==> src/rtl/enigma_pkg.sv <==
// enigma_pkg: opcodes, controller state encoding and letter constants shared by controller and datapath.
// Latency: n/a (declarations only).
// Backpressure: n/a.
package enigma_pkg;

    localparam int LETTERS  = 26;
    localparam int LETTER_W = 5;

    localparam logic [LETTER_W-1:0] LAST_LETTER = 5'd25;

    localparam logic [2:0] OP_NOP     = 3'd0;
    localparam logic [2:0] OP_LOAD_L  = 3'd1;
    localparam logic [2:0] OP_LOAD_M  = 3'd2;
    localparam logic [2:0] OP_LOAD_R  = 3'd3;
    localparam logic [2:0] OP_ENCRYPT = 3'd4;
    localparam logic [2:0] OP_PLUG_A  = 3'd5;
    localparam logic [2:0] OP_PLUG_B  = 3'd6;
    localparam logic [2:0] OP_ZERO    = 3'd7;

    typedef enum logic [1:0] {
        S_IDLE   = 2'd0,
        S_STEP   = 2'd1,
        S_LAUNCH = 2'd2,
        S_WAIT   = 2'd3
    } ctrl_state_t;

    // True when the value names a letter A..Z.
    function automatic logic is_letter(input logic [LETTER_W-1:0] v);
        return v <= LAST_LETTER;
    endfunction

endpackage

==> src/rtl/enigma_pos_ctr.sv <==
// enigma_pos_ctr: mod-26 rotor position counter with load and single-step, plus notch detect.
// Latency: load/step visible the cycle after the edge that applies them.
// Backpressure: none; load has priority over step.
module enigma_pos_ctr
    import enigma_pkg::*;
#(
    parameter int NOTCH = 0
) (
    input  logic                clk,
    input  logic                rst_n,
    input  logic                load,
    input  logic [LETTER_W-1:0] load_val,
    input  logic                step,
    output logic [LETTER_W-1:0] pos,
    output logic                at_notch
);

    logic [LETTER_W-1:0] pos_q;
    logic [LETTER_W-1:0] pos_d;

    // Next position: load wins, otherwise advance with Z -> A wrap.
    always_comb begin
        pos_d = pos_q;
        if (load) begin
            pos_d = load_val;
        end else if (step) begin
            pos_d = (pos_q == LAST_LETTER) ? '0 : pos_q + 1'b1;
        end
    end

    // Position register.
    always_ff @(posedge clk) begin
        if (!rst_n) begin
            pos_q <= '0;
        end else begin
            pos_q <= pos_d;
        end
    end

    assign pos      = pos_q;
    assign at_notch = (pos_q == LETTER_W'(NOTCH));

endmodule

==> src/rtl/enigma_ctrl.sv <==
// enigma_ctrl: command sequencer owning rotor positions/stepping; ENIGMA_CTRL_DBLSTEP_EN enables double-step.
// Latency: non-ENCRYPT commands finish in 1 cycle; ENCRYPT gives out_valid >= 4 cycles after accept.
// Backpressure: in_ready low outside IDLE; commands presented while busy are dropped, never queued.
module enigma_ctrl
    import enigma_pkg::*;
#(
    parameter int NOTCH_R        = 21,
    parameter int NOTCH_M        = 4,
    parameter int TIMEOUT_CYCLES = 15
) (
    input  logic                clk,
    input  logic                rst_n,
    input  logic                in_valid,
    input  logic [2:0]          in_opcode,
    input  logic [LETTER_W-1:0] in_data,
    output logic                in_ready,
    output logic [LETTER_W-1:0] pos_l,
    output logic [LETTER_W-1:0] pos_m,
    output logic [LETTER_W-1:0] pos_r,
    output logic                plug_wr,
    output logic [LETTER_W-1:0] plug_a,
    output logic [LETTER_W-1:0] plug_b,
    output logic                dp_start,
    output logic [LETTER_W-1:0] dp_char_in,
    input  logic                dp_done,
    input  logic [LETTER_W-1:0] dp_char,
    output logic                out_valid,
    output logic [LETTER_W-1:0] out_char,
    output logic                err,
    output logic                busy
);

    // Last WAIT-cycle index before the timeout fires.
    localparam logic [7:0] TMO_LAST = 8'(TIMEOUT_CYCLES - 1);

    ctrl_state_t         state_q;
    logic [7:0]          wait_cnt_q;
    logic [LETTER_W-1:0] letter_q;
    logic [LETTER_W-1:0] plug_a_q;
    logic [LETTER_W-1:0] plug_b_q;
    logic [LETTER_W-1:0] out_char_q;
    logic                a_pending_q;
    logic                plug_wr_q;
    logic                dp_start_q;
    logic                out_valid_q;
    logic                err_q;

    logic                accept;
    logic                needs_letter;
    logic                cmd_ok;
    logic                load_l_d, load_m_d, load_r_d;
    logic [LETTER_W-1:0] load_val_d;
    logic                step_l_d, step_m_d, step_r_d;
    logic                r_notch, m_notch, unused_l_notch;

    assign in_ready     = (state_q == S_IDLE);
    assign busy         = ~in_ready;
    assign accept       = in_valid & in_ready;
    // NOP and ZERO ignore their data field; everything else needs a real letter.
    assign needs_letter = (in_opcode != OP_NOP) && (in_opcode != OP_ZERO);
    assign cmd_ok       = !needs_letter || is_letter(in_data);

    // Position loads from accepted LOAD_x / ZERO commands.
    always_comb begin
        load_l_d   = 1'b0;
        load_m_d   = 1'b0;
        load_r_d   = 1'b0;
        load_val_d = in_data;
        if (accept && cmd_ok) begin
            case (in_opcode)
                OP_LOAD_L: load_l_d = 1'b1;
                OP_LOAD_M: load_m_d = 1'b1;
                OP_LOAD_R: load_r_d = 1'b1;
                OP_ZERO: begin
                    load_l_d   = 1'b1;
                    load_m_d   = 1'b1;
                    load_r_d   = 1'b1;
                    load_val_d = '0;
                end
                default: ;
            endcase
        end
    end

    // Rotor stepping in STEP, decided on pre-step positions.
    always_comb begin
        step_r_d = (state_q == S_STEP);
`ifdef ENIGMA_CTRL_DBLSTEP_EN
        // Historical anomaly: a middle rotor sitting on its notch drags itself and L along.
        step_m_d = step_r_d & (r_notch | m_notch);
        step_l_d = step_r_d & m_notch;
`else
        // Plain odometer: carries only ripple from right to left.
        step_m_d = step_r_d & r_notch;
        step_l_d = step_m_d & m_notch;
`endif
    end

    enigma_pos_ctr #(.NOTCH(0)) u_pos_l (
        .clk      (clk),
        .rst_n    (rst_n),
        .load     (load_l_d),
        .load_val (load_val_d),
        .step     (step_l_d),
        .pos      (pos_l),
        .at_notch (unused_l_notch)
    );

    enigma_pos_ctr #(.NOTCH(NOTCH_M)) u_pos_m (
        .clk      (clk),
        .rst_n    (rst_n),
        .load     (load_m_d),
        .load_val (load_val_d),
        .step     (step_m_d),
        .pos      (pos_m),
        .at_notch (m_notch)
    );

    enigma_pos_ctr #(.NOTCH(NOTCH_R)) u_pos_r (
        .clk      (clk),
        .rst_n    (rst_n),
        .load     (load_r_d),
        .load_val (load_val_d),
        .step     (step_r_d),
        .pos      (pos_r),
        .at_notch (r_notch)
    );

    // Sequencer FSM with registered strobes and held result/plug registers.
    always_ff @(posedge clk) begin
        if (!rst_n) begin
            state_q     <= S_IDLE;
            wait_cnt_q  <= '0;
            letter_q    <= '0;
            plug_a_q    <= '0;
            plug_b_q    <= '0;
            out_char_q  <= '0;
            a_pending_q <= 1'b0;
            plug_wr_q   <= 1'b0;
            dp_start_q  <= 1'b0;
            out_valid_q <= 1'b0;
            err_q       <= 1'b0;
        end else begin
            plug_wr_q   <= 1'b0;
            dp_start_q  <= 1'b0;
            out_valid_q <= 1'b0;
            err_q       <= 1'b0;
            case (state_q)
                S_IDLE: begin
                    if (in_valid) begin
                        if (!cmd_ok) begin
                            err_q <= 1'b1;
                        end else begin
                            case (in_opcode)
                                OP_ENCRYPT: begin
                                    letter_q <= in_data;
                                    state_q  <= S_STEP;
                                end
                                OP_PLUG_A: begin
                                    plug_a_q    <= in_data;
                                    a_pending_q <= 1'b1;
                                end
                                OP_PLUG_B: begin
                                    if (a_pending_q) begin
                                        plug_b_q    <= in_data;
                                        plug_wr_q   <= 1'b1;
                                        a_pending_q <= 1'b0;
                                    end else begin
                                        err_q <= 1'b1;
                                    end
                                end
                                default: ;
                            endcase
                        end
                    end
                end
                S_STEP: begin
                    state_q    <= S_LAUNCH;
                    dp_start_q <= 1'b1;
                end
                S_LAUNCH: begin
                    state_q    <= S_WAIT;
                    wait_cnt_q <= '0;
                end
                S_WAIT: begin
                    // A result in the final WAIT cycle still wins over the timeout.
                    if (dp_done) begin
                        out_char_q  <= dp_char;
                        out_valid_q <= 1'b1;
                        state_q     <= S_IDLE;
                    end else if (wait_cnt_q == TMO_LAST) begin
                        err_q   <= 1'b1;
                        state_q <= S_IDLE;
                    end else begin
                        wait_cnt_q <= wait_cnt_q + 8'd1;
                    end
                end
                default: state_q <= S_IDLE;
            endcase
        end
    end

    assign plug_wr    = plug_wr_q;
    assign plug_a     = plug_a_q;
    assign plug_b     = plug_b_q;
    assign dp_start   = dp_start_q;
    assign dp_char_in = letter_q;
    assign out_valid  = out_valid_q;
    assign out_char   = out_char_q;
    assign err        = err_q;

endmodule

==> config.mk <==
export PLATFORM = sky130hd
export DESIGN_NAME = enigma_ctrl
export DESIGN_NICKNAME = d
export VERILOG_FILES = /design/src/rtl/enigma_pkg.sv /design/src/rtl/enigma_pos_ctr.sv /design/src/rtl/enigma_ctrl.sv
export SDC_FILE = /design/constraint.sdc
export NUM_CORES = 1
export LEC_CHECK = 0
export CAP_MARGIN = 20
export CORE_ASPECT_RATIO = 0.8
export CORE_MARGIN = 1
export CORE_UTILIZATION = 55
export CTS_BUF_LIST = sky130_fd_sc_hd__clkbuf_2 sky130_fd_sc_hd__clkbuf_4 sky130_fd_sc_hd__clkbuf_8
export DETAILED_ROUTE_END_ITERATION = 12
export HOLD_SLACK_MARGIN = 0.02
export PLACE_DENSITY = 0.84
export SKIP_LAST_GASP = 1
export SLEW_MARGIN = 5
export SYNTH_ARGS = -nofsm -noshare
export SYNTH_HDL_FRONTEND = slang
export SYNTH_SLANG_ARGS = --single-unit
==> constraint.sdc <==
create_clock -name clk -period 5.73 [get_ports clk]
set_input_delay 1.146 -clock clk [delete_from_list [all_inputs] [get_ports clk]]
set_output_delay 1.146 -clock clk [all_outputs]
set_load 0.05 [all_outputs]
# Word-level counts from Yosys, hierarchy flattened
# Index checks and enable logic that the tools add are counted.
[totals] inputBits=17 word_cells=106 regBits=50
[classes] n_addsub=4 reduce_logical=23 eq_ne=23 muxes=37 order_cmp=1 bitwise=4
[op_table] operator="$mux W5" n=11
[op_table] operator="$eq A5 B5 Y1 const B" n=4
[op_table] operator="$mux W8" n=2
[op_table] operator="$pmux W8 S2" n=1
[op_table] operator="$reduce_and A4 Y1" n=4
[op_table] operator="$add A5 B1 Y5 const B" n=3
[op_table] operator="$mux W1" n=15
[op_table] operator="$eq A3 B3 Y1 const B" n=4
[op_table] operator="$mux W2" n=5
[op_table] operator="$reduce_and A5 Y1" n=2
[op_table] operator="$reduce_bool A2 Y1" n=5
[op_table] operator="$add A8 B1 Y8 const B" n=1
[op_table] operator="$eq A8 B4 Y1 const B" n=1
[op_table] operator="$pmux W2 S4" n=1
[op_table] operator="$eq A3 B2 Y1 const B" n=2
[op_table] operator="$ne A2 B2 Y1 const B" n=3
[op_table] operator="$ne A3 B3 Y1 const B" n=2
[op_table] operator="$reduce_or A2 Y1" n=3
[op_table] operator="$eq A5 B3 Y1 const B" n=1
[op_table] operator="$le A5 B5 Y1 const B" n=1
[op_table] operator="$eq A2 B2 Y1 const B" n=2
[op_table] operator="$ne A2 B1 Y1 const B" n=2
[op_table] operator="$pmux W1 S2" n=2
[op_table] operator="$reduce_and A2 Y1" n=2
[op_table] operator="other kinds (10)" n=13

# Longest topological paths before layout
[depth] word_depth=7 ltp_mapped=8

# Hierarchy
# Synthesis repeated with hierarchy kept, for this count alone.
[hier_totals] cells_unflattened=314 hier_area_um2=2682.6
[by_module_without_submodules] module="enigma_ctrl" area_each_um2=1671.6 instances=1 cells_per_inst=193
[by_module_without_submodules] module="enigma_pos_ctr (u_pos_m)" area_each_um2=341.6 instances=1 cells_per_inst=41
[by_module_without_submodules] module="enigma_pos_ctr (u_pos_l)" area_each_um2=337.8 instances=1 cells_per_inst=39
[by_module_without_submodules] module="enigma_pos_ctr (u_pos_r)" area_each_um2=331.6 instances=1 cells_per_inst=41

# Worst setup path before layout
# Ideal clock, no wire load.
[synth_path] path_kind="flip-flop to output port" start="register state_q[0]" end="output busy" path_stages_with_launch=4 t_required_ns=4.584 setup_slack_ns=3.228 arrival_ns=1.356 cell_sequence="dfxtp_1 > inv_1 > ha_1 > inv_1"
[synth_via] elab_chain_len=2
[synth_lines] element="from (decl)" line_no="enigma_ctrl.sv:36" text="ctrl_state_t state_q;"
[synth_lines] element="from (signal assigned)" line_no="enigma_ctrl.sv:132" text="state_q <= S_IDLE;"
[synth_lines] element="from (signal assigned)" line_no="enigma_ctrl.sv:157" text="state_q <= S_STEP;"
[synth_lines] element="from (signal assigned)" line_no="enigma_ctrl.sv:178" text="state_q <= S_LAUNCH;"
[synth_lines] element="$logic_not A2 Y1" line_no="enigma_ctrl.sv:56" text="assign in_ready = (state_q == S_IDLE);"
[synth_lines] element="named net in_ready" line_no="enigma_ctrl.sv:16" text="output logic in_ready,"
[synth_lines] element="$not A1 Y1" line_no="enigma_ctrl.sv:57" text="assign busy = ~in_ready;"
[synth_lines] element="to (decl)" line_no="enigma_ctrl.sv:30" text="output logic busy"
# The timed path passes the listed nets, and every way through them passes these cells.

==> flow_metrics.py <==
metrics = {
    "floorplan": {
        "core_area_sq_um": 4620,
        "io_pins": 58,
        "fp.dieH_microns": 64.4,
        "rows": 22,
        "initial_core_util": 0.580,
        "die-width_microns": 80.0,
        "die-area_sq_um": 5160,
    },
    "sta": {
        "rsz0062_at_grt": "false",
        "drv_slew": 0,
        "setup_viol": 0,
        "max_freq_mhz": 307,
        "hold_violations": 0,
        "tightest_slew_ns": 1.01,
        "relSlewSlack": 0.325,
        "post-route-period-util": 0.568,
        "tns_ns": 0,
        "skew_ns": 0.0121,
        "layout_min_cycle_time_ns": 3.25,
    },
    "finish": {
        "num-fill-cells": 353,
        "layout.nets": 389,
        "drive_above_1_share": 0.0472,
        "final_core_util": 0.729,
        "diodes": 0,
        "syn2layout_area_growth_pct": 25.7,
    },
    "synthesis": {
        "netlist_instances": 311,
        "yosysUniqueCellTypes": 53,
        "synth_seq_cells": 50,
        "syn_avg_cell_area_sq_um": 8.62,
        "yosysSeqAreaShare": 0.373,
        "async_flop_share": 0,
        "netlist_area_sq_um": 2680,
        "syn_nets": 341,
        "yosysWarnings": 0,
        "synth-edff-count": 0,
        "ys.flop_type": "dfxtp_1",
    },
    "cts": {
        "hold_buffers": 0,
        "clkTransAtPathRegs_ns": 0.09,
        "post_cts_buffers": 0,
        "ctsResizeCount": 0,
        "root_buffer": "clkbuf_8",
        "clk_latency_ns": 0.31,
        "clk_path_buf_depth": 2,
        "h-tree-depth": 2,
        "clock_sinks": 50,
        "cts_buffers": 5,
        "cts_tree": "done",
    },
    "worst_setup_path": {
        "crit_path_end_kind": "flip-flop",
        "reg2reg_from": "state_q[1]",
        "crit_type": "input port to flip-flop",
        "crit_arrival_ns": 3.47,
        "start_kind": "input port",
        "cp_max_fo": 36,
        "rrSetupSlack_ns": 3.48,
        "worstRegToRegCells": 6,
        "required_ns": 5.95,
        "rr_endpoint": "u_pos_l.pos[3]",
    },
    "placement": {
        "hpwl_microns": 4530,
        "gp_congestion": 0.901,
        "port_buffers": 57,
    },
    "run": {
        "cap_viol_max_count": 0,
    },
    "grt": {
        "met1_usage": 0.365,
        "grt.busiest_layer": "met2",
        "antenna_found_initial": 0,
        "grt_pass1_wl_microns": 10500,
        "grt_use_total": 0.261,
        "grt_max_degree": 37,
        "grt_overflow": 0,
        "grt_pass1_vias": 2209,
        "gr-usage-met3": 0.0761,
        "grt_use_met2": 0.384,
    },
    "routing": {
        "drc": 0,
        "vias": 2503,
        "routed_wl_microns": 6480,
        "drt_iter0_drc": 230,
        "viasPerCell": 5.96,
        "ant_nets": 0,
        "avgRoutedWirePerCell_microns": 15.4,
        "dr.pass1.iters": 4,
    },
    "worst_hold_path": {
        "hold_depth": 2,
        "holdPathEnd": "out_char[3]",
        "hp-class": "flip-flop to flip-flop",
        "min_from": "out_char[3]",
    },
    "power_and_ir_drop": {
        "powerDensity_nw_per_um2": 291,
        "peakVddDrop_uv": 221,
        "total_leakage_power_nw": 1.24,
    },
    "outcome": {
        "status": "finished, final reports clean",
    },
}
## worst max path at each step
stage	startpoint	end	slack, ns	cells past startpoint
after floorplan	state_q[0]	busy	3.23	3
after global placement	rst_n	u_pos_l.pos[4]	2.27	4
after detailed placement	rst_n	u_pos_l.pos[4]	2.24	4
after CTS	rst_n	u_pos_m.pos[2]	2.50	4
after global routing	rst_n	u_pos_l.pos[4]	2.30	4
final	rst_n	u_pos_m.pos[2]	2.48	4
## final cells by class
type / count / area [sq um] / area share
Inverter: 17 / 63.8 / 0.0189
Multi-Input combinational cell: 228 / 1550 / 0.459
Clock buffer: 6 / 76.3 / 0.0227
Timing Repair Buffer: 57 / 571 / 0.169
Clock inverter: 2 / 37.5 / 0.0111
Tap cell: 60 / 75.1 / 0.0223
Sequential cell: 50 / 1000 / 0.297
## critical path, stage by stage
cell and delay (ns):
clkdlybuf4s50_1 0.76, clkinv_1 0.92, a31oi_1 0.41, a21boi_0 0.23
## placed cells by master, fill, tap and decap left out, types with 2 or more instances in the layout
master	instances
nor4b_1	2
or3_1	12
and2_1	4
a211oi_1	7
nand2_1	19
ha_1	13
a21boi_0	5
a41o_1	2
nand2b_1	4
nor3b_1	2
nand3_1	16
xnor2_1	2
a311oi_1	3
inv_1	16
o2111ai_1	2
clkdlybuf4s50_1	57
nor3_1	4
o21a_1	3
o21ai_0	18
a31oi_1	5
and3_1	2
a221oi_1	2
or4_1	3
or2_2	2
o211a_1	3
a21oi_1	16
nor4_2	2
and4b_1	3
dfxtp_1	50
mux2i_1	19
clkbuf_8	5
o211ai_1	2
nor2_1	27
nand4_1	3
nor2b_1	4
o311a_1	2
## cells in the mapped netlist (all sizes together), types with 3 or more instances
cell type | number | share of area
dfxtp | 50 | 0.37
nor2 | 27 | 0.038
nand2 | 20 | 0.029
mux2i | 19 | 0.071
o21ai | 19 | 0.035
a21oi | 16 | 0.030
inv | 16 | 0.022
nand3 | 16 | 0.030
ha | 13 | 0.061
clkbuf | 12 | 0.017
or3 | 12 | 0.028
a211oi | 7 | 0.020
a21boi | 5 | 0.014
a31oi | 5 | 0.012
and2 | 4 | 0.0093
buf | 4 | 0.0093
nand2b | 4 | 0.0093
nor2b | 4 | 0.0093
nor3 | 4 | 0.0075
a311oi | 3 | 0.0098
and4b | 3 | 0.011
nand4 | 3 | 0.0070
nor4 | 3 | 0.012
o211a | 3 | 0.011
o211ai | 3 | 0.010
o21a | 3 | 0.0084
or4 | 3 | 0.0084
## power by group
group	internal, mW	switching, mW
sequential	0.371	0.0287
clock	0.135	0.119
combinational	0.114	0.214
total	0.620	0.361
## layer usage
layer	part of all wire	vias to the layer above
met5	0	-
met3	0.082	11
met2	0.43	96
li1	-	1225
met1	0.48	1171
met4	0.014	0
## flip-flops by register name, indices dropped and copies added, names as in the netlist, 2 cells and up
register	count
u_pos_r.pos	5
state_q	2
plug_a	5
wait_cnt_q	8
dp_char_in	5
out_char	5
plug_b	5
u_pos_l.pos	5
u_pos_m.pos	5
## cells by family (layout without fill, tap and decap cells)
logic type | after synthesis | in the layout | share of synthesized area
muxes | 20 | 20 | 0.0752
AOI/OAI and AO/OA | 78 | 78 | 0.197
and+or+nand+nor | 115 | 115 | 0.238
xor gates and xnor gates | 2 | 2 | 0.00654
DFF | 50 | 50 | 0.373
buffers and inverters | 33 | 82 | 0.0500
adders and majority gates | 13 | 13 | 0.0607
## metrics by stage
step / instance area [sq um] / setup slack (ns) / std cells / total power [mW] / hold slack, ns
2_1_floorplan: 2680 / 3.23 / 311 / 0.634 / 0.460
3_3_place_gp: 3260 / 2.27 / 412 / 0.725 / 0.445
3_5_place_dp: 3260 / 2.24 / 412 / 0.729 / 0.455
4_1_cts: 3370 / 2.50 / 420 / 0.981 / 0.471
5_1_grt: 3370 / 2.30 / 420 / 1.02 / 0.505
6_report: 3370 / 2.48 / 420 / 0.981 / 0.466
(Power assumes the default switching activity.)
